File: src/rtl/synapse_accum_q14.sv
// Spike-gated synaptic current accumulator: sums Q1.14 weights per neuron.
// Define SYNAPSE_ACCUM_SKIP_ZERO_EN to issue reads only for active inputs.
module synapse_accum_q14 #(
  parameter int F = 48,
  parameter int N = 96,
  parameter int Q = 14,
  localparam int AW = $clog2(F * N),
  localparam int NW = (N > 1) ? $clog2(N) : 1
) (
  input  logic          clk,
  input  logic          rst,
  input  logic          start,
  input  logic [F-1:0]  pre_bits,
  output logic          w_re,
  output logic [AW-1:0] w_addr,
  input  logic [15:0]   w_rdata,
  output logic          cur_valid,
  input  logic          cur_ready,
  output logic [NW-1:0] cur_idx,
  output logic [31:0]   cur_q14,
  output logic          busy,
  output logic          done
);

  localparam int FW = (F > 1) ? $clog2(F) : 1;
  localparam int WW = Q + 2;

  localparam logic [2:0] S_IDLE  = 3'd0;
  localparam logic [2:0] S_READ  = 3'd1;
  localparam logic [2:0] S_DRAIN = 3'd2;
  localparam logic [2:0] S_OUT   = 3'd3;
  localparam logic [2:0] S_DONE  = 3'd4;

  logic [2:0]    state_q, state_d;
  logic [NW-1:0] n_q, n_d;
  logic [F-1:0]  pre_q, pre_d;
  logic [31:0]   acc_q, acc_d;
  logic          add_q, add_d;
  logic [FW-1:0] f_cur;
  logic [31:0]   w_ext;

  assign w_ext = {{(32 - WW){w_rdata[WW-1]}}, w_rdata[WW-1:0]};

`ifdef SYNAPSE_ACCUM_SKIP_ZERO_EN
  logic [F-1:0] mask_q, mask_d;

  // Lowest set bit of the remaining mask gives ascending read order.
  function automatic logic [FW-1:0] ffs(input logic [F-1:0] m);
    ffs = '0;
    for (int i = F - 1; i >= 0; i--)
      if (m[i]) ffs = FW'(i);
  endfunction

  assign f_cur = ffs(mask_q);
`else
  logic [FW-1:0] f_q, f_d;

  assign f_cur = f_q;
`endif

  assign w_addr = AW'(f_cur) * AW'(N) + AW'(n_q);
  assign cur_valid = (state_q == S_OUT);
  assign cur_idx = n_q;
  assign cur_q14 = acc_q;
  assign done = (state_q == S_DONE);
  assign busy = (state_q == S_READ) ||
                (state_q == S_DRAIN) ||
                (state_q == S_OUT);

  always_comb begin
    state_d = state_q;
    n_d = n_q;
    pre_d = pre_q;
    acc_d = acc_q;
    w_re = 1'b0;
`ifdef SYNAPSE_ACCUM_SKIP_ZERO_EN
    mask_d = mask_q;
`else
    f_d = f_q;
`endif
    // Data for the read issued last cycle lands now.
    if (add_q) acc_d = acc_q + w_ext;
    unique case (state_q)
      S_IDLE: begin
        if (start) begin
          pre_d = pre_bits;
          acc_d = '0;
          n_d = '0;
`ifdef SYNAPSE_ACCUM_SKIP_ZERO_EN
          mask_d = pre_bits;
          state_d = (|pre_bits) ? S_READ : S_DRAIN;
`else
          f_d = '0;
          state_d = S_READ;
`endif
        end
      end
      S_READ: begin
        w_re = 1'b1;
`ifdef SYNAPSE_ACCUM_SKIP_ZERO_EN
        mask_d = mask_q & (mask_q - F'(1));
        if (mask_d == '0) state_d = S_DRAIN;
`else
        if (f_q == FW'(F - 1)) begin
          f_d = '0;
          state_d = S_DRAIN;
        end else begin
          f_d = f_q + FW'(1);
        end
`endif
      end
      S_DRAIN: state_d = S_OUT;
      S_OUT: begin
        if (cur_ready) begin
          if (n_q == NW'(N - 1)) begin
            state_d = S_DONE;
          end else begin
            n_d = n_q + NW'(1);
            acc_d = '0;
`ifdef SYNAPSE_ACCUM_SKIP_ZERO_EN
            mask_d = pre_q;
            state_d = (|pre_q) ? S_READ : S_DRAIN;
`else
            f_d = '0;
            state_d = S_READ;
`endif
          end
        end
      end
      S_DONE: state_d = S_IDLE;
      default: state_d = S_IDLE;
    endcase
    add_d = w_re & pre_q[f_cur];
  end

  always_ff @(posedge clk or posedge rst) begin
    if (rst) begin
      state_q <= S_IDLE;
      n_q <= '0;
      pre_q <= '0;
      acc_q <= '0;
      add_q <= 1'b0;
`ifdef SYNAPSE_ACCUM_SKIP_ZERO_EN
      mask_q <= '0;
`else
      f_q <= '0;
`endif
    end else begin
      state_q <= state_d;
      n_q <= n_d;
      pre_q <= pre_d;
      acc_q <= acc_d;
      add_q <= add_d;
`ifdef SYNAPSE_ACCUM_SKIP_ZERO_EN
      mask_q <= mask_d;
`else
      f_q <= f_d;
`endif
    end
  end

endmodule

File: config.mk
export PLATFORM = sky130hd
export DESIGN_NAME = synapse_accum_q14
export DESIGN_NICKNAME = d
export VERILOG_FILES = /design/src/rtl/synapse_accum_q14.sv
export SDC_FILE = /design/constraint.sdc
export NUM_CORES = 1
export LEC_CHECK = 0
export ABC_AREA = 1
export CAP_MARGIN = 25
export CORE_MARGIN = 2
export CORE_UTILIZATION = 40
export CTS_BUF_LIST = sky130_fd_sc_hd__clkbuf_16
export DETAILED_ROUTE_END_ITERATION = 16
export PLACE_DENSITY_LB_ADDON = 0.05
export SETUP_SLACK_MARGIN = 0.5
export SYNTH_ARGS = -nofsm -noshare
export SYNTH_HDL_FRONTEND = slang
export SYNTH_SLANG_ARGS = --single-unit
export TNS_END_PERCENT = 50
File: constraint.sdc
create_clock -name clk -period 3.5 [get_ports clk]
set_input_delay 0.7 -clock clk [delete_from_list [all_inputs] [get_ports clk]]
set_output_delay 0.7 -clock clk [all_outputs]
set_load 0.01 [all_outputs]
==> run summary <==
status - completed
setup TNS - 0 ns
Pwr Density - 768 mW/mm2
Placer Congestion - 0.864
clk buf depth - 2
register area share after synthesis - 33.2%
Mapped Cells - 1048
Post-Synthesis Cell Area - 0.00731 mm2
final WL - 18.9 mm
met1 WL - 8.43 mm
Final Setup Violations - 0
row count - 49
CP Launch Type - flop
Avg WL per Cell - 13.5 um
CTS Root Buffer Type - clkbuf_16
vias per cell - 4.71
RSZ-0062 raised after global routing - yes
Worst Path Arrival - 2.41 ns
FFs w/ async S/R, synth - 100%
clk_lat worst skew - 0.36 ns
die height - 139 um
Post-Syn Nets - 1161
CTS tree - done
Diodes inserted - 0
leading area contributor after synthesis - dfrtp_1
Max Cap Viol - 0
Clock Sinks - 97
Critical-path top delay cell - clkdlybuf4s50_1
Slew headroom - 51.3%
hpwl dp - 14.6 mm
Finished Layout Cells - 1401
RR Startpoint - cur_q14[0]
H-tree levels - 3
Placed Area - 0.00878 mm2
Worst path max stage delay - 0.56 ns
Initial Util - 40.7%
post-synth top area share - 33.2%
Final Critical Period - 3.11 ns
register area - 0.00243 mm2
grt total ovfl - 0
Final Hold Vio Count - 0
critical path required time - 2.80 ns
layout cells sized above 1 - 9.64%
Core Footprint - 0.0180 mm2
setup slack, reg-to-reg - 1.28 ns
initial antenna violation count - 0
fin nets - 1280
DRT iter0 DRCs - 277
Final ANT Viol Nets - 0
crit-path cells - ha_4 > fa_2 > buf_4 > xor2_4 > xnor2_1 > clkdlybuf4s50_1
Synth top cells by count - 314 x nand2_1, 164 x inv_1, 119 x nor2_1
CP delay by family, top - buffers and inverters
Seq cells post-synth - 97
Max FO, Critical Path - 3
Top Metal Used - met4
final worst setup slack - 0.389 ns
CTS clk-pin slew, worst paths - 0.08 ns
most numerous cell in the Yosys netlist - nand2_1
Synth cell types - 37
CP bufs+invs - 2
Tightest Hold Check Type - flop to flop
cell count after placement - 1381
CP Capture Type - primary output
Post-synth EDFFs - 0
Setup CP Type - flop to primary output
IO buf count - 123
Critical path origin - f_cur[0]
largest net degree at the start of global routing - 36
Synth Flop Type - dfrtp_1
I/O pin count - 124
Period Utilization, post-route - 88.9%
Placement Setup Slack - 0.338 ns
first-pass GRT wire length - 31.9 mm
Worst Tran Pin Value - 0.728 ns
via count - 6601
Initial DRT Pass Iterations - 5
Leak - 4.79 nW
Fillers - 1836
largest cells by area after synthesis - dfrtp_1 33%, nand2_1 16%, inv_1 8.4%, mux2_2 7.4%, ha_1 7.2%
P&R area growth vs syn - 25.8%
DIE AREA - 0.0194 mm2
vias in the first global route - 6438
fin area - 0.00920 mm2
Syn. warnings - 0
die outline width - 139 um
Met2 Wirelength - 9.41 mm
Num CTS Buffers - 9
GRT Resource Usage Total - 20.3%
hold path start - pre_q[33]
met3 WL post-DR - 746 um
fmax - 0.321 GHz
Slew Viols, Final - 0
cts hold-fix bufs - 0
clock skew - 0.00645 ns
Avg Cell Area, Syn - 6.98 um2
area of the multi-input gates - 0.00416 mm2
DRC - 0
Peak supply drop - 344 uV
## kinds of logic after synthesis
family	share of synthesized area [%]
simple gates	30.9
buf+inv	10.9
flops	33.2
compound gates	6.74
mux	7.39
fa+ha+maj	8.01
xor+xnor	2.87
## worst paths after layout
kind,to,cells after the start
max,w_addr[8],6
min,pre_q[33],1
max reg2reg,cur_q14[28],12
min reg2reg,pre_q[33],1
max in group asynchronous,f_cur[3],3
min in group asynchronous,pre_q[16],2
## state kept, by name (all words and copies together), names as in the netlist
name / flops
pre_q: 48
cur_q14: 32
cur_idx: 7
f_cur: 6
state_q: 3
add_q: 1
## cell type report
class                   count  area share [%]
flip-flops and latches     97            26.4
repair buffers            136            14.8
inverters                 168            6.90
multi-input cells         755            45.3
clock buffers               9            2.45
clock inverters             7            1.06
well taps                 229            3.11
## per-stage QoR
stage	hold WS, ns	utilization [%]	power, mW
floorplan	0.474	-	4.69
global placement	0.483	48.9	5.90
detailed placement	0.490	48.9	5.92
CTS	0.508	51.0	7.10
global route	0.522	51.2	7.75
finish	0.502	51.2	7.06
## per-layer routing
| layer | vias up | track usage [%] |
|---|---|---|
| met2 | 116 | 35.4 |
| li1 | 3533 | - |
| met4 | 0 | 5.69 |
| met3 | 17 | 3.79 |
| met1 | 2935 | 25.7 |
| met5 | - | 0 |
## cell usage in the layout, fill, tap and decap left out, types with 3 or more instances in the layout
cell	Yosys	layout
a21oi_1	35	34
buf_12	0	3
buf_4	10	9
clkbuf_16	0	9
clkdlybuf4s50_1	0	118
dfrtp_1	97	93
dfrtp_2	0	4
ha_1	42	39
inv_1	164	162
inv_2	4	5
inv_8	0	3
mux2_2	48	48
nand2_1	314	313
nand3_1	88	87
nand3b_1	3	3
nand4_1	8	8
nor2_1	119	118
nor3_1	8	8
o211ai_1	6	6
o21ai_0	33	32
o21ai_1	4	4
o21ai_2	2	3
o21bai_1	3	3
xnor2_1	7	7
xor2_1	17	15
## timing repair
action                     4_1_cts  5_1_grt
setup endpoints to repair        7        7
pin swaps                        3        8
hold endpoints to repair         0        0
setup buffers                    2        2
gates resized for setup         14       18
## worst register-to-register path, stage by stage, from the launching register on
cell and delay [ns]:
dfrtp_1 0.40, ha_1 0.24, fa_1 0.45, nand3_1 0.11, nand3_1 0.15, nand3_1 0.11
nand3b_1 0.19, nand2_1 0.16, nand2_1 0.07, nand2_1 0.06, nand3_1 0.06, nand2_1 0.09
inv_1 0.03
## power breakdown
part           switching [mW]  total, mW  leakage, nW  internal (mW)
combinational            2.26       4.02         3.42           1.76
clock                   0.514       1.09        0.159          0.580
sequential              0.353       1.95         1.21           1.59
No activity file was read; power rests on OpenSTA's default activity.
